<file path="src/rtl/data_memory_arbiter.sv">
// Two-requester arbiter in front of the single DataMemory port; one transaction in flight at a time.
// Define DATA_MEMORY_ARBITER_ROUND_ROBIN_EN for round-robin contention; otherwise r0 has fixed priority.
module data_memory_arbiter #(
  parameter int ADDR_W = 11,
  parameter int DATA_W = 16,
  parameter int RD_LAT = 1
) (
  input  logic              clk,
  input  logic              rst,
  input  logic              r0_req,
  input  logic              r0_we,
  input  logic [ADDR_W-1:0] r0_addr,
  input  logic [DATA_W-1:0] r0_wdata,
  output logic              r0_ack,
  output logic [DATA_W-1:0] r0_rdata,
  input  logic              r1_req,
  input  logic              r1_we,
  input  logic [ADDR_W-1:0] r1_addr,
  input  logic [DATA_W-1:0] r1_wdata,
  output logic              r1_ack,
  output logic [DATA_W-1:0] r1_rdata,
  output logic              mem_rd,
  output logic              mem_wr,
  output logic [ADDR_W-1:0] mem_addr,
  output logic [DATA_W-1:0] mem_wdata,
  input  logic [DATA_W-1:0] mem_rdata
);
  typedef enum logic [1:0] {S_IDLE, S_ISSUE, S_WAIT, S_DONE} state_t;

  state_t            r_state, w_state_nxt;
  logic              r_last_grant;
  logic              r_we;
  logic [2:0]        r_cnt;
  logic              r_mem_rd, r_mem_wr, r_r0_ack, r_r1_ack;
  logic [ADDR_W-1:0] r_mem_addr;
  logic [DATA_W-1:0] r_mem_wdata, r_r0_rdata, r_r1_rdata;
  logic              w_win, w_win_we, w_latch, w_cap, w_done;

`ifdef DATA_MEMORY_ARBITER_ROUND_ROBIN_EN
  assign w_win = (r0_req && r1_req) ? ~r_last_grant : r1_req;
`else
  assign w_win = ~r0_req;
`endif
  assign w_win_we = w_win ? r1_we : r0_we;

  always_ff @(posedge clk or posedge rst) begin
    if (rst) r_state <= S_IDLE;
    else     r_state <= w_state_nxt;
  end

  always_comb begin
    w_state_nxt = r_state;
    w_latch     = 1'b0;
    w_cap       = 1'b0;
    case (r_state)
      S_IDLE:  if (r0_req || r1_req) begin
                 w_latch     = 1'b1;
                 w_state_nxt = S_ISSUE;
               end
      S_ISSUE: w_state_nxt = r_we ? S_DONE : S_WAIT;
      S_WAIT:  if (r_cnt == 3'd1) begin
                 w_cap       = 1'b1;
                 w_state_nxt = S_DONE;
               end
      S_DONE:  w_state_nxt = S_IDLE;
      default: w_state_nxt = S_IDLE;
    endcase
  end

  assign w_done = (w_state_nxt == S_DONE);

  // last_grant doubles as the id of the transaction in flight: it is written on every grant.
  always_ff @(posedge clk or posedge rst) begin
    if (rst) begin
      r_last_grant <= 1'b1;
      r_we         <= 1'b0;
      r_cnt        <= 3'd0;
      r_mem_rd     <= 1'b0;
      r_mem_wr     <= 1'b0;
      r_mem_addr   <= '0;
      r_mem_wdata  <= '0;
      r_r0_ack     <= 1'b0;
      r_r1_ack     <= 1'b0;
      r_r0_rdata   <= '0;
      r_r1_rdata   <= '0;
    end else begin
      r_mem_rd <= w_latch & ~w_win_we;
      r_mem_wr <= w_latch &  w_win_we;
      r_r0_ack <= w_done  & ~r_last_grant;
      r_r1_ack <= w_done  &  r_last_grant;
      if (w_latch) begin
        r_last_grant <= w_win;
        r_we         <= w_win_we;
        r_mem_addr   <= w_win ? r1_addr  : r0_addr;
        r_mem_wdata  <= w_win ? r1_wdata : r0_wdata;
      end
      if (r_state == S_ISSUE)     r_cnt <= 3'(RD_LAT);
      else if (r_state == S_WAIT) r_cnt <= r_cnt - 3'd1;
      if (w_cap && !r_last_grant) r_r0_rdata <= mem_rdata;
      if (w_cap &&  r_last_grant) r_r1_rdata <= mem_rdata;
    end
  end

  assign mem_rd    = r_mem_rd;
  assign mem_wr    = r_mem_wr;
  assign mem_addr  = r_mem_addr;
  assign mem_wdata = r_mem_wdata;
  assign r0_ack    = r_r0_ack;
  assign r1_ack    = r_r1_ack;
  assign r0_rdata  = r_r0_rdata;
  assign r1_rdata  = r_r1_rdata;
endmodule

</file>
<file path="config.mk">
export PLATFORM = sky130hd
export DESIGN_NAME = data_memory_arbiter
export DESIGN_NICKNAME = d
export VERILOG_FILES = /design/src/rtl/data_memory_arbiter.sv
export SDC_FILE = /design/constraint.sdc
export NUM_CORES = 1
export LEC_CHECK = 0
export ABC_AREA = 1
export BUFFER_PORTS_ARGS = -buffer_cell sky130_fd_sc_hd__buf_2
export CAP_MARGIN = 20
export CORE_MARGIN = 2
export CORE_UTILIZATION = 46
export DETAILED_ROUTE_END_ITERATION = 10
export MAX_ROUTING_LAYER = met4
export PLACE_DENSITY = 0.84
export SYNTH_ARGS = -nofsm -noshare
export SYNTH_HDL_FRONTEND = slang
export SYNTH_SLANG_ARGS = --single-unit
export TNS_END_PERCENT = 30
</file>
<file path="constraint.sdc">
create_clock -name clk -period 2.99 [get_ports clk]
set_clock_uncertainty 0.15 [all_clocks]
set_input_delay 0.598 -clock clk [delete_from_list [all_inputs] [get_ports clk]]
set_output_delay 0.598 -clock clk [all_outputs]
set_load 0.01 [all_outputs]
</file>
* Word level (Yosys, flattened, before mapping)
Cells that the tools add are included.
** Cells by class
- Add/sub/neg operators :: 1
- Multiplexer cells :: 13
- Div/mod/pow operators :: 0
- Shift operators :: 0
- Bitwise logic cells :: 7
- Equality and inequality tests :: 5
- Order comparisons :: 0
- Multiply operators :: 0
- Reductions and logical operators :: 6
** Operators with widths (count)
- $mux 16 :: 1
- $mux 11 :: 1
- $pmux 2 s4 :: 1
- $eq 2x2->1 const B :: 3
- $mux 1 :: 6
- $mux 3 :: 2
- $and 1x1->1 :: 4
- $mux 2 :: 2
- $eq 3x1->1 const B :: 1
- $not 1->1 :: 3
- $sub 3x1->3 const B :: 1
- $eq 2x1->1 const B :: 1
- $logic_and 1x1->1 :: 2
- $logic_not 2->1 :: 1
- $reduce_bool 2->1 :: 1
- $logic_not 1->1 :: 1
- $logic_or 1x1->1 :: 1
** Word-level totals
- Memories :: 0
- Memory bits (writable) :: 0
- ROM bits :: 0
- Word-level logic and storage cells :: 44
- Flip-flop bits (word level) :: 70
- Input port bits :: 76
- Bits in latches :: 0
- Output and inout port bits :: 63

* Logic depth before layout (Yosys ltp)
- Depth in word-level cells :: 5
- Depth in mapped cells :: 8
- Gate-level depth less buffers :: 7

* Least setup slack after synthesis
Ideal clock, no wire load.
- Path kind :: flip-flop to flip-flop
- Start point :: register r_state[0]
- End point :: register r_r1_rdata[0], in the netlist r1_rdata[0]
- Slack :: 1.531 ns
- Buffers on the path :: 1
- Clock period less this slack :: 1.459 ns
- Data required time :: 2.710 ns
- Arrival time :: 1.179 ns
- Library setup time :: 0.130 ns
- Cell stages (with the launch flop) :: 8
- Path through :: dfrtp_1 > inv_1 > ha_1 > nand3_1 > inv_1 > nand2_1 > clkbuf_1 > o21ai_0
** Between the ends
- Cells in the longest elaborated chain, start to end :: 3
** RTL lines
- start, declared :: RTL line 30 : state_t r_state, w_state_nxt;
- start signal, assigned :: RTL line 48 : else r_state <= w_state_nxt;
- $eq 2x2->1 :: RTL line 55 : case (r_state)
- $mux 1 :: RTL line 55
- $logic_and 1x1->1 :: RTL line 100 : if (w_cap && r_last_grant) r_r1_rdata <= mem_rdata;
- end signal, assigned :: RTL line 100
- end, declared :: RTL line 36 : logic [DATA_W-1:0] r_mem_wdata, r_r0_rdata, r_r1_rdata;
Every way passes these cells.
A chain may end at the register's enable or synchronous reset.

* Worst setup path after layout
- Start point :: register r_state[0]
- End point :: register r_r0_rdata[8], in the netlist r0_rdata[8]
** Between the ends
- Cells in the longest elaborated chain, start to end :: 3
** RTL lines
- $eq 2x2->1 :: RTL line 55
- $mux 1 :: RTL line 55
- $logic_and 1x1->1 :: RTL line 99 : if (w_cap && !r_last_grant) r_r0_rdata <= mem_rdata;
- end signal, assigned :: RTL line 99
- end, declared :: RTL line 36
Every way passes these cells.

==> results.json <==
{
  "final.min_clock_period_ns": 2.07,
  "tightest_slew_ns": 0.881,
  "vias": 2637,
  "end_kind": "flip-flop",
  "grt_max_degree": 37,
  "finalHoldViolations": 0,
  "power_leakage_uw": 0.00218,
  "yosysSeqAreaShare": 0.589,
  "clock_latency_ns": 0.33,
  "rsz0062_at_grt": "no",
  "drt_iter0_drc": 68,
  "maxCapViolations": 0,
  "cp_max_fo": 32,
  "status": "complete, no violations",
  "netlist.area_leader.share": 0.580,
  "multi_input_area_sq_um": 1010,
  "die_x_um": 84.4,
  "ys_top_cells_by_count": "73 x nand2_1, 69 x dfrtp_1, 58 x nor2_1",
  "wirelength_mm": 6.70,
  "cts_hold_buf": 0,
  "synth.most_common_cell": "nand2_1",
  "stdcell_area_sq_um": 3890,
  "ys_warn_count": 0,
  "path_clk_slew_ns": 0.07,
  "synth_area_leaders": "dfrtp_1 58%, nand2_1 9.2%, nor2_1 7.3%",
  "die_h_um": 84.4,
  "ys_ff_latch": 70,
  "yosysUniqueCellTypes": 19,
  "io_pins": 139,
  "fmax_mhz": 482,
  "htreeDepth": 3,
  "fin_nets": 543,
  "dieArea_sq_um": 7130,
  "cts_setup_buffers": 0,
  "synth_nets": 407,
  "drive_gt1_frac": 0.351,
  "grt_pass1_vias": 2504,
  "start_kind": "flip-flop",
  "ys_async_sr_fraction": 1.00,
  "finalCritPeriodShare": 0.693,
  "setup_viol": 0,
  "clockRootBuffer": "clkbuf_8",
  "syn_avg_cell_area_sq_um": 9.16,
  "n_antenna_cell": 0,
  "vias_per_cell": 4.87,
  "power.density_nw_per_um2": 1020,
  "synth_ff_type": "dfrtp_1",
  "final_antenna_net_count": 0,
  "cts_tree": "built",
  "placed_cell_area_sq_um": 3700,
  "antenna_found_initial": 0,
  "yosys.area.top_type": "dfrtp_1",
  "area_growth_pct": 30.8,
  "route.detailed.drc": 0,
  "grt_overflow": 0,
  "seqCellArea_sq_um": 1750,
  "dp_hpwl_mm": 4.93,
  "ir_drop_v": 0.000569,
  "clock_sinks": 70,
  "relSlewSlack": 0.411,
  "postSynthCellCount": 325,
  "grt_pass1_wl_mm": 11.3,
  "port_buffers": 138,
  "fillers": 549,
  "path_class": "flip-flop to flip-flop",
  "track_usage": 0.205,
  "cp_data_required_time_ns": 3.01,
  "report.final.slew_viol_count": 0,
  "hold_class": "input pin to async pin",
  "rows": 29,
  "syn_area_sq_um": 2980,
  "first_pass_iters": 4,
  "finalSetupTns_ns": 0,
  "cp.arrival_ns": 2.10,
  "core_sq_um": 6310,
  "start_util": 0.471,
  "wire_per_inst_um": 12.4,
  "cts-resized-gates": 0,
  "clk_path_buf_depth": 2,
  "synth_edf_count": 0,
  "gp_congestion": 0.808,
  "numCtsBuffers": 9
}
[cell usage in the layout (no fill, tap or decap)]
cell type,count
clkbuf_8,10
o31ai_2,2
bufinv_16,1
inv_2,2
nand2_2,1
dfrtp_1,69
buf_12,1
nand3_1,3
o21ai_0,37
clkinv_2,2
inv_1,26
a21oi_1,2
clkinvlp_4,1
clkbuf_1,1
dfstp_2,1
nand2_1,73
nor2_1,58
nand4_1,1
buf_2,138
buf_4,4
ha_1,6
o31ai_1,25
and2_1,1
[critical path: stages (launching register included)]
cell and delay (ns):
dfrtp_1 0.39, inv_1 0.13, ha_1 0.19, nand3_1 0.10, inv_1 0.08, nand2_1 0.50
nand2_1 0.24, o21ai_0 0.12
[report_power, final]
part	leakage (uW)	internal [uW]	switching, uW	total (uW)
registers	0.000842	1430	254	1680
logic	0.00124	655	907	1560
clock network	0.0000952	401	331	732
[final cells by class]
type,instances,area share
Multi-Input combinational cell,209,0.259
Timing Repair Buffer,143,0.190
Tap cell,77,0.0248
Clock buffer,11,0.0363
Clock inverter,4,0.0122
Sequential cell,70,0.450
Inverter,28,0.0270
[per-layer routing]
metal / vias up / track usage / share of wire
met5: - / - / 0
met4: 0 / 0.0967 / 0.024
met3: 14 / 0.0383 / 0.092
met2: 132 / 0.310 / 0.43
met1: 1176 / 0.270 / 0.45
li1: 1315 / - / -
[metrics by stage]
step	util	hold WS [ns]	std cells	worst slack, ns	total power, uW
2_1_floorplan	-	0.299	325	0.475	2620
3_3_place_gp	0.587	0.312	527	0.981	3200
3_5_place_dp	0.587	0.320	527	0.907	3280
4_1_cts	0.617	0.253	542	0.892	4020
5_1_grt	0.617	0.302	542	0.589	4300
6_report	0.617	0.232	542	0.916	3980
[kinds of logic (layout without fill, tap and decap cells)]
| group | after synthesis | in the layout | share of synthesized area |
|---|---|---|---|
| adder cells (fa/ha/maj) | 6 | 6 | 0.0252 |
| AND/OR/NAND/NOR | 137 | 137 | 0.177 |
| flip-flops | 70 | 70 | 0.589 |
| AO/OA/AOI/OAI | 66 | 66 | 0.137 |
| buffers and inverters | 46 | 186 | 0.0723 |
[flip-flops by register name, summed over array words and instances, names as in the netlist]
name	cells
mem_addr	11
mem_wdata	16
r_state	2
r0_rdata	16
r_cnt	3
mem_wr	1
r0_ack	1
mem_rd	1
r_we	1
r_last_grant	1
r1_ack	1
r1_rdata	16
[path summary, 6_finish.rpt]
path	slack, ns	start	to	depth (start not counted)
worst min-delay path	0.23	rst	r1_rdata[6]	2
min in group clk	0.33	r1_rdata[7]	r1_rdata[7]	2
worst max-delay path	0.92	r_state[0]	r0_rdata[8]	7
worst max register to register	0.92	r_state[0]	r0_rdata[8]	7
max in group asynchronous	1.75	rst	r_last_grant	3
worst min register to register	0.33	r1_rdata[7]	r1_rdata[7]	2
Note: power is estimated with default switching activity, not from simulation.
